<file path="src/rtl/ex_stage_mc.sv">
// Execute stage: sequences a multi-cycle ALU, issues aligned data-SRAM requests
// and presents its in-flight instruction to ID for forwarding and load-use stalls.
module ex_stage_mc #(
    parameter int ALU_OP_W  = 19,
    parameter int RF_ADDR_W = 5,
    parameter int PC_W      = 32
) (
    input  logic                 clk,
    input  logic                 reset,
    input  logic                 ds_to_es_valid,
    output logic                 es_allowin,
    input  logic [ALU_OP_W-1:0]  ds_alu_op,
    input  logic [31:0]          ds_alu_src1,
    input  logic [31:0]          ds_alu_src2,
    input  logic [31:0]          ds_rkd_value,
    input  logic [PC_W-1:0]      ds_pc,
    input  logic                 ds_mem_we,
    input  logic                 ds_res_from_mem,
    input  logic                 ds_mem_unsigned,
    input  logic [1:0]           ds_mem_size,
    input  logic                 ds_rf_we,
    input  logic [RF_ADDR_W-1:0] ds_rf_waddr,
    input  logic                 flush,
    output logic                 alu_start,
    output logic                 alu_cancel,
    output logic [ALU_OP_W-1:0]  alu_op,
    output logic [31:0]          alu_src1,
    output logic [31:0]          alu_src2,
    input  logic [31:0]          alu_result,
    input  logic                 alu_done,
    output logic                 data_sram_req,
    output logic                 data_sram_wr,
    output logic [1:0]           data_sram_size,
    output logic [3:0]           data_sram_wstrb,
    output logic [31:0]          data_sram_addr,
    output logic [31:0]          data_sram_wdata,
    input  logic                 data_sram_addr_ok,
    input  logic                 ms_allowin,
    output logic                 es_to_ms_valid,
    output logic [PC_W-1:0]      es_pc,
    output logic [31:0]          es_result,
    output logic                 es_rf_we,
    output logic                 es_res_from_mem,
    output logic                 es_mem_unsigned,
    output logic                 es_ale,
    output logic [1:0]           es_mem_size,
    output logic [1:0]           es_byte_off,
    output logic [RF_ADDR_W-1:0] es_rf_waddr,
    output logic                 es_fwd_valid
);

    typedef enum logic [1:0] {IDLE, ALU, MEM, DONE} state_t;

    state_t                state_reg, state_next;
    logic [ALU_OP_W-1:0]   op_reg;
    logic [31:0]           src1_reg, src2_reg, rkd_reg, result_reg;
    logic [PC_W-1:0]       pc_reg;
    logic                  mem_we_reg, res_from_mem_reg, mem_unsigned_reg;
    logic [1:0]            mem_size_reg;
    logic                  rf_we_reg;
    logic [RF_ADDR_W-1:0]  rf_waddr_reg;
    logic                  ale_reg;
    logic                  first_reg;

    logic capture;
    logic is_mem;
    logic misalign;

    assign es_allowin = (state_reg == IDLE) || (state_reg == DONE && ms_allowin);
    assign capture    = ds_to_es_valid && es_allowin && !flush;
    assign is_mem     = mem_we_reg || res_from_mem_reg;
    // The access address is the ALU result, so alignment is judged as it returns.
    assign misalign   = (mem_size_reg == 2'd1 && alu_result[0]) ||
                        (mem_size_reg[1] && alu_result[1:0] != 2'b00);

    always_ff @(posedge clk) begin
        if (reset) begin
            state_reg <= IDLE;
        end else begin
            state_reg <= state_next;
        end
    end

    always_comb begin
        state_next = state_reg;
        case (state_reg)
            IDLE: if (capture) state_next = ALU;
            ALU: begin
                if (alu_done) begin
                    state_next = (is_mem && !misalign) ? MEM : DONE;
                end
            end
            MEM:  if (data_sram_addr_ok) state_next = DONE;
            DONE: if (ms_allowin) state_next = capture ? ALU : IDLE;
            default: state_next = IDLE;
        endcase
        if (flush) state_next = IDLE;
    end

    always_ff @(posedge clk) begin
        if (reset) begin
            op_reg           <= '0;
            src1_reg         <= '0;
            src2_reg         <= '0;
            rkd_reg          <= '0;
            pc_reg           <= '0;
            result_reg       <= '0;
            mem_we_reg       <= 1'b0;
            res_from_mem_reg <= 1'b0;
            mem_unsigned_reg <= 1'b0;
            mem_size_reg     <= 2'd0;
            rf_we_reg        <= 1'b0;
            rf_waddr_reg     <= '0;
            ale_reg          <= 1'b0;
            first_reg        <= 1'b0;
        end else begin
            first_reg <= capture;
            if (capture) begin
                op_reg           <= ds_alu_op;
                src1_reg         <= ds_alu_src1;
                src2_reg         <= ds_alu_src2;
                rkd_reg          <= ds_rkd_value;
                pc_reg           <= ds_pc;
                result_reg       <= '0;
                mem_we_reg       <= ds_mem_we;
                res_from_mem_reg <= ds_res_from_mem;
                mem_unsigned_reg <= ds_mem_unsigned;
                mem_size_reg     <= ds_mem_size;
                rf_we_reg        <= ds_rf_we;
                rf_waddr_reg     <= ds_rf_waddr;
                ale_reg          <= 1'b0;
            end else if (state_reg == ALU && alu_done && !flush) begin
                result_reg <= alu_result;
                ale_reg    <= is_mem && misalign;
            end
        end
    end

    assign alu_start  = (state_reg == ALU) && first_reg;
    assign alu_cancel = flush && (state_reg == ALU);
    assign alu_op     = op_reg;
    assign alu_src1   = src1_reg;
    assign alu_src2   = src2_reg;

    assign data_sram_req  = (state_reg == MEM) && !flush;
    assign data_sram_wr   = mem_we_reg;
    assign data_sram_size = mem_size_reg;
    assign data_sram_addr = result_reg;

    // Per-lane strobe and write data: narrow stores are replicated across lanes.
    for (genvar gi = 0; gi < 4; gi++) begin : g_lane
        localparam logic [1:0] LANE = 2'(gi);
        logic hit;
        assign hit = (mem_size_reg == 2'd0) ? (result_reg[1:0] == LANE) :
                     (mem_size_reg == 2'd1) ? (result_reg[1] == LANE[1]) : 1'b1;
        assign data_sram_wstrb[gi] = mem_we_reg && hit;
        assign data_sram_wdata[8*gi +: 8] =
            (mem_size_reg == 2'd0) ? rkd_reg[7:0] :
            (mem_size_reg == 2'd1) ? rkd_reg[8*(gi%2) +: 8] : rkd_reg[8*gi +: 8];
    end

    assign es_to_ms_valid  = (state_reg == DONE);
    assign es_pc           = pc_reg;
    assign es_result       = result_reg;
    assign es_rf_we        = rf_we_reg && (state_reg != IDLE);
    assign es_res_from_mem = res_from_mem_reg && (state_reg != IDLE);
    assign es_mem_unsigned = mem_unsigned_reg;
    assign es_ale          = ale_reg;
    assign es_mem_size     = mem_size_reg;
    assign es_byte_off     = result_reg[1:0];
    assign es_rf_waddr     = rf_waddr_reg;
    assign es_fwd_valid    = rf_we_reg && !res_from_mem_reg && (state_reg == DONE);

endmodule

</file>
<file path="config.mk">
export PLATFORM = sky130hd
export DESIGN_NAME = ex_stage_mc
export DESIGN_NICKNAME = d
export VERILOG_FILES = /design/src/rtl/ex_stage_mc.sv
export SDC_FILE = /design/constraint.sdc
export NUM_CORES = 1
export LEC_CHECK = 0
export CAP_MARGIN = 20
export CELL_PAD_IN_SITES_DETAIL_PLACEMENT = 2
export CELL_PAD_IN_SITES_GLOBAL_PLACEMENT = 2
export CORE_MARGIN = 5
export CORE_UTILIZATION = 22
export DETAILED_ROUTE_END_ITERATION = 10
export PLACE_DENSITY = 0.88
export SETUP_SLACK_MARGIN = 0.02
export SLEW_MARGIN = 5
export SYNTH_ARGS = -nofsm -noshare
export SYNTH_HDL_FRONTEND = slang
export SYNTH_SLANG_ARGS = --single-unit
</file>
<file path="constraint.sdc">
create_clock -name clk -period 3.4 [get_ports clk]
set_input_delay 0.68 -clock clk [delete_from_list [all_inputs] [get_ports clk]]
set_output_delay 0.68 -clock clk [all_outputs]
set_load 0.1 [all_outputs]
</file>
=== Word level (Yosys, flattened, before mapping) ===
Index checks and enable logic that the tools add are counted.

* Register bits: 194
* Bits of input ports: 197
* Output and inout bits: 237

* Equal/unequal tests: 11
* Multiplexer cells: 18
* Bitwise gates (word level): 1
* Reductions and logical operators: 34

{| class="wikitable"
|+ Operators by type and width
! cell !! number
|-
| $mux W8 || 5
|-
| $logic_and A1 B1 Y1 || 20
|-
| $eq A2 B2 Y1 const B || 4
|-
| $mux W1 || 8
|-
| $mux W2 || 4
|-
| $ne A2 B2 Y1 const B || 4
|-
| $pmux W2 S4 || 1
|-
| $eq A2 B1 Y1 const B || 3
|-
| $logic_not A2 Y1 || 3
|-
| $reduce_and A4 Y1 || 1
|-
| $reduce_bool A2 Y1 || 2
|-
| $reduce_or A2 Y1 || 2
|-
| $logic_not A1 Y1 || 3
|-
| $logic_or A1 B1 Y1 || 3
|-
| $not A1 Y1 || 1
|}

=== Longest topological paths before layout ===
* Depth in word-level cells: 8
* Depth in mapped cells: 9
* Gate-level depth less buffers: 6

=== Least setup slack after synthesis ===
OpenSTA, ideal clock, no wires.

* Path kind: register to output
* Start: register mem_size_reg[0] (netlist: data_sram_size[0])
* End: output port data_sram_wdata[24]
* Arrival: 3.587 ns
* Required time: 2.720 ns
* Slack: -0.867 ns
* Cell stages (with the launch flop): 4
* Cells stage by stage: dfxtp_1 > buf_2 > mux2i_1 > o21ai_0

* Cells in the longest elaborated chain, start to end: 3

{| class="wikitable"
|+ Ends and longest elaborated chain
! item !! line !! source
|-
| from (decl) || 59 || <nowiki>logic [1:0] mem_size_reg;</nowiki>
|-
| from (signal assigned) || 128 || <nowiki>mem_size_reg <= ds_mem_size;</nowiki>
|-
| $eq A2 B1 Y1 || 159 || <nowiki>(mem_size_reg == 2'd1) ? rkd_reg[8*(gi%2) +: 8] : rkd_reg[8*gi +: 8];</nowiki>
|-
| $mux W8 || 159 ||
|-
| $mux W8 (*) || 158 || <nowiki>(mem_size_reg == 2'd0) ? rkd_reg[7:0] :</nowiki>
|-
| to (decl) || 36 || <nowiki>output logic [31:0] data_sram_wdata,</nowiki>
|}

Mark *: on every way between the ends. The rest lies on a longest branch, timed or not.

=== Worst setup path in the final report ===
* Start: register mem_size_reg[1] (netlist: data_sram_size[1])
* End: output port data_sram_wdata[12]

* Cells in the longest elaborated chain, start to end: 2

{| class="wikitable"
|+ Ends and longest elaborated chain
! item !! line
|-
| $logic_not A2 Y1 || 158
|-
| $mux W8 || 158
|}

Every way passes these cells.

==> flow_summary.yaml <==
worst_setup_path:
  critical_path_destination: "data_sram_wdata[12]"
  criticalPathCategory: "flip-flop to output port"
  critical_path.endpoint_type: "output port"
  critPathLaunch: "data_sram_size[1]"
  required_ns: 2.72
  cp_max_fo: 8
  timing.reg2reg.worst_path_depth: 7
  setup_slack_on_the_worst_flop_to_flop_path_ns: 1.45
  arrival_ns: 1.99
  r2r-start: "state_reg[0]"
  critical_path.reg2reg.endpoint: "data_sram_addr[15]"
  worstSetupStartpointType: "flip-flop"
synthesis:
  synth.cell_area_sq_mm: 0.00785
  yosys_warnings: 0
  yosysTopAreaCellShare_pct: 49.5
  synth_common_cells: "394 x sky130_fd_sc_hd__nand2_1, 194 x sky130_fd_sc_hd__dfxtp_1, 174 x sky130_fd_sc_hd__a21oi_1, 46 x sky130_fd_sc_hd__buf_4, 28 x sky130_fd_sc_hd__buf_6"
  synth_area_per_cell_sq_um: 8.07
  synth_top_flop_cell: "sky130_fd_sc_hd__dfxtp_1"
  synthCells: 972
  ffs_w_async_s_r_synth_pct: 0
  synth-edff-count: 0
  synth.lib_cells_used.distinct: 28
  seq_area_frac_synth_pct: 49.5
  synth_top_area_cell: "sky130_fd_sc_hd__dfxtp_1"
  yosys.cell_count.top_type: "sky130_fd_sc_hd__nand2_1"
  synth_seq_cells: 194
  postSynthNetCount: 1173
  yosys-top-cells-area: "sky130_fd_sc_hd__dfxtp_1 50%, sky130_fd_sc_hd__nand2_1 19%, sky130_fd_sc_hd__a21oi_1 11%"
final_layout:
  synthToLayoutAreaGrowth_pct: 60.7
  drive_gt1_share_pct: 19.5
  final_area_sq_mm: 0.0126
  layout.nets: 1522
  final.fill_count: 3951
place:
  place.gp.congestion: 0.779
  placement.cell_area_sq_mm: 0.0120
  detailedPlace.worstSlack_ns: 0.839
  number_of_port_buffers: 433
  detailed_place_hpwl_mm: 26.2
drt:
  drt_first_iter_violations: 162
  drcViolationCount: 0
  detail-route-antenna-nets: 0
  wl_per_cell_um: 19.4
  avgViaCountPerCell: 4.47
  routed_wirelength_mm: 34.9
  detailroute.via_count: 8032
  dr.pass1.iters: 4
grt:
  globalRouteTotalUtil_pct: 17.0
  pin_count_of_the_biggest_net_entering_global_routing: 134
  global_route.peak_usage_layer: "met2"
  via_count_of_the_first_global_routing_pass: 8971
  global_routing_usage_on_met3_pct: 7.22
  antenna_found_initial: 3
  total_grt_overflow: 0
  grt_use_met1_pct: 17.6
  grt_pass1_wl_mm: 52.2
  grt_util_met2_pct: 31.7
timing:
  layout_worst_path_cycle_share_pct: 78.5
  finClkSkew_ns: 0.00670
  report.final.slew_viol_count: 0
  fin_crit_ns: 2.67
  hold_violations: 0
  setup_viol_count_final: 0
  worst_max_slew_pin_slew_ns: 1.01
  hold_ws_ns: 0.458
  rsz0062_at_grt: "false"
  setup_tns_ns: 0
  fmax_mhz: 375
  setup_slack_ns: 0.730
  slew-limit-headroom_pct: 32.3
die:
  rows: 69
  die_y_um: 199
  initial_cell_density_of_the_core_pct: 22.2
  floorplan.io_pins: 434
  floorplan.die_area_sq_mm: 0.0395
  core_sq_mm: 0.0354
  die_w_um: 199
run_status:
  run_status: "completed"
clock_network:
  clk_path_buf_depth: 2
  cts-htree-levels: 4
  postCtsResizedCells: 0
  postCtsHoldBufs: 0
  tritoncts_clock_tree: "yes"
  clk_root_buffer_cell: "sky130_fd_sc_hd__clkbuf_16"
  clock_pin_slew_reported_for_the_worst_setup_and_hold_paths_after_clock_tree_synthesis_ns: 0.07
  tritoncts.num_buffers: 17
  insertion_delay_ns: 0.44
  post-cts-setup-buffer-count: 0
  clock_sink_count: 194
flow_run:
  max-cap-violations: 0
pwr:
  vdd_ir_drop_max_uv: 340
  powerDensity_mw_per_mm2: 490
  cell_leakage_power_nw: 4.78
min_path:
  timing.hold.worst.start: "es_rf_waddr[0]"
  worstHoldPathType: "flip-flop to flip-flop"
## cell families (layout without fill, tap and decap cells)
group | after synthesis | after routing | synth area share, %
compound gates | 214 | 214 | 14.9
fa+ha+maj | 4 | 4 | 0.638
buf+inv | 117 | 479 | 10.9
flops | 194 | 194 | 49.5
mux | 24 | 24 | 3.32
other cells | 0 | 1 | 0
simple gates | 419 | 419 | 20.7
## metal layers
layer / vias up / share of wire [%]
met1: 3920 / 37
met2: 300 / 52
met5: - / 0.077
met3: 30 / 9.0
met4: 4 / 1.3
li1: 3778 / -
## worst min path at each step
stage | endpoint | slack, ns | cells after the start
floorplan | rkd_reg[16] | 0.43 | 2
global placement | rkd_reg[18] | 0.44 | 2
detailed placement | rkd_reg[21] | 0.45 | 2
CTS | es_rf_waddr[0] | 0.46 | 2
global route | es_rf_waddr[0] | 0.47 | 2
finish | es_rf_waddr[0] | 0.46 | 2
## where the power goes
| part | total [mW] | switching [mW] | internal [mW] |
|---|---|---|---|
| clock | 2.13 | 0.954 | 1.18 |
| combinational | 1.61 | 1.12 | 0.489 |
| sequential | 2.43 | 0.0632 | 2.37 |
## critical path, stage by stage, from the launching register on
cell,delay (ns)
sky130_fd_sc_hd__dfxtp_1,0.31
sky130_fd_sc_hd__nor2_1,0.61
sky130_fd_sc_hd__mux2_2,0.45
sky130_fd_sc_hd__buf_12,0.17
## layout make-up
type,count,area (sq um),area share (%)
Tap cell,461,577,4.58
Antenna cell,1,2.50,0.0198
Clock inverter,13,158,1.25
Inverter,4,15.0,0.119
Sequential cell,194,3880,30.8
Clock buffer,19,443,3.51
Multi-Input combinational cell,661,3150,25.0
Timing Repair Buffer,443,4380,34.7
## metrics by stage
step,std cells,power (mW),utilization [%]
after detailed placement,1763,4.11,33.9
after CTS,1795,6.28,35.6
after global placement,1763,4.07,33.9
after global routing,1796,6.43,35.6
final,1796,6.18,35.6
after floorplan,972,3.56,-
## placed cells by master (no fill, tap or decap), types with 6 or more instances in the layout
master                            netlist  routed
sky130_fd_sc_hd__a21oi_1              174     174
sky130_fd_sc_hd__a21oi_2               20      20
sky130_fd_sc_hd__buf_12                 0      31
sky130_fd_sc_hd__buf_4                 46     147
sky130_fd_sc_hd__clkbuf_16              0      17
sky130_fd_sc_hd__clkdlybuf4s50_1        0     265
sky130_fd_sc_hd__dfxtp_1              194     194
sky130_fd_sc_hd__mux2_2                16      16
sky130_fd_sc_hd__mux2i_1                8       8
sky130_fd_sc_hd__nand2_1              394     394
sky130_fd_sc_hd__nor2_1                 7       6
sky130_fd_sc_hd__nor2b_1                9       6
sky130_fd_sc_hd__o21ai_2                0       6
(Power assumes the default switching activity.)
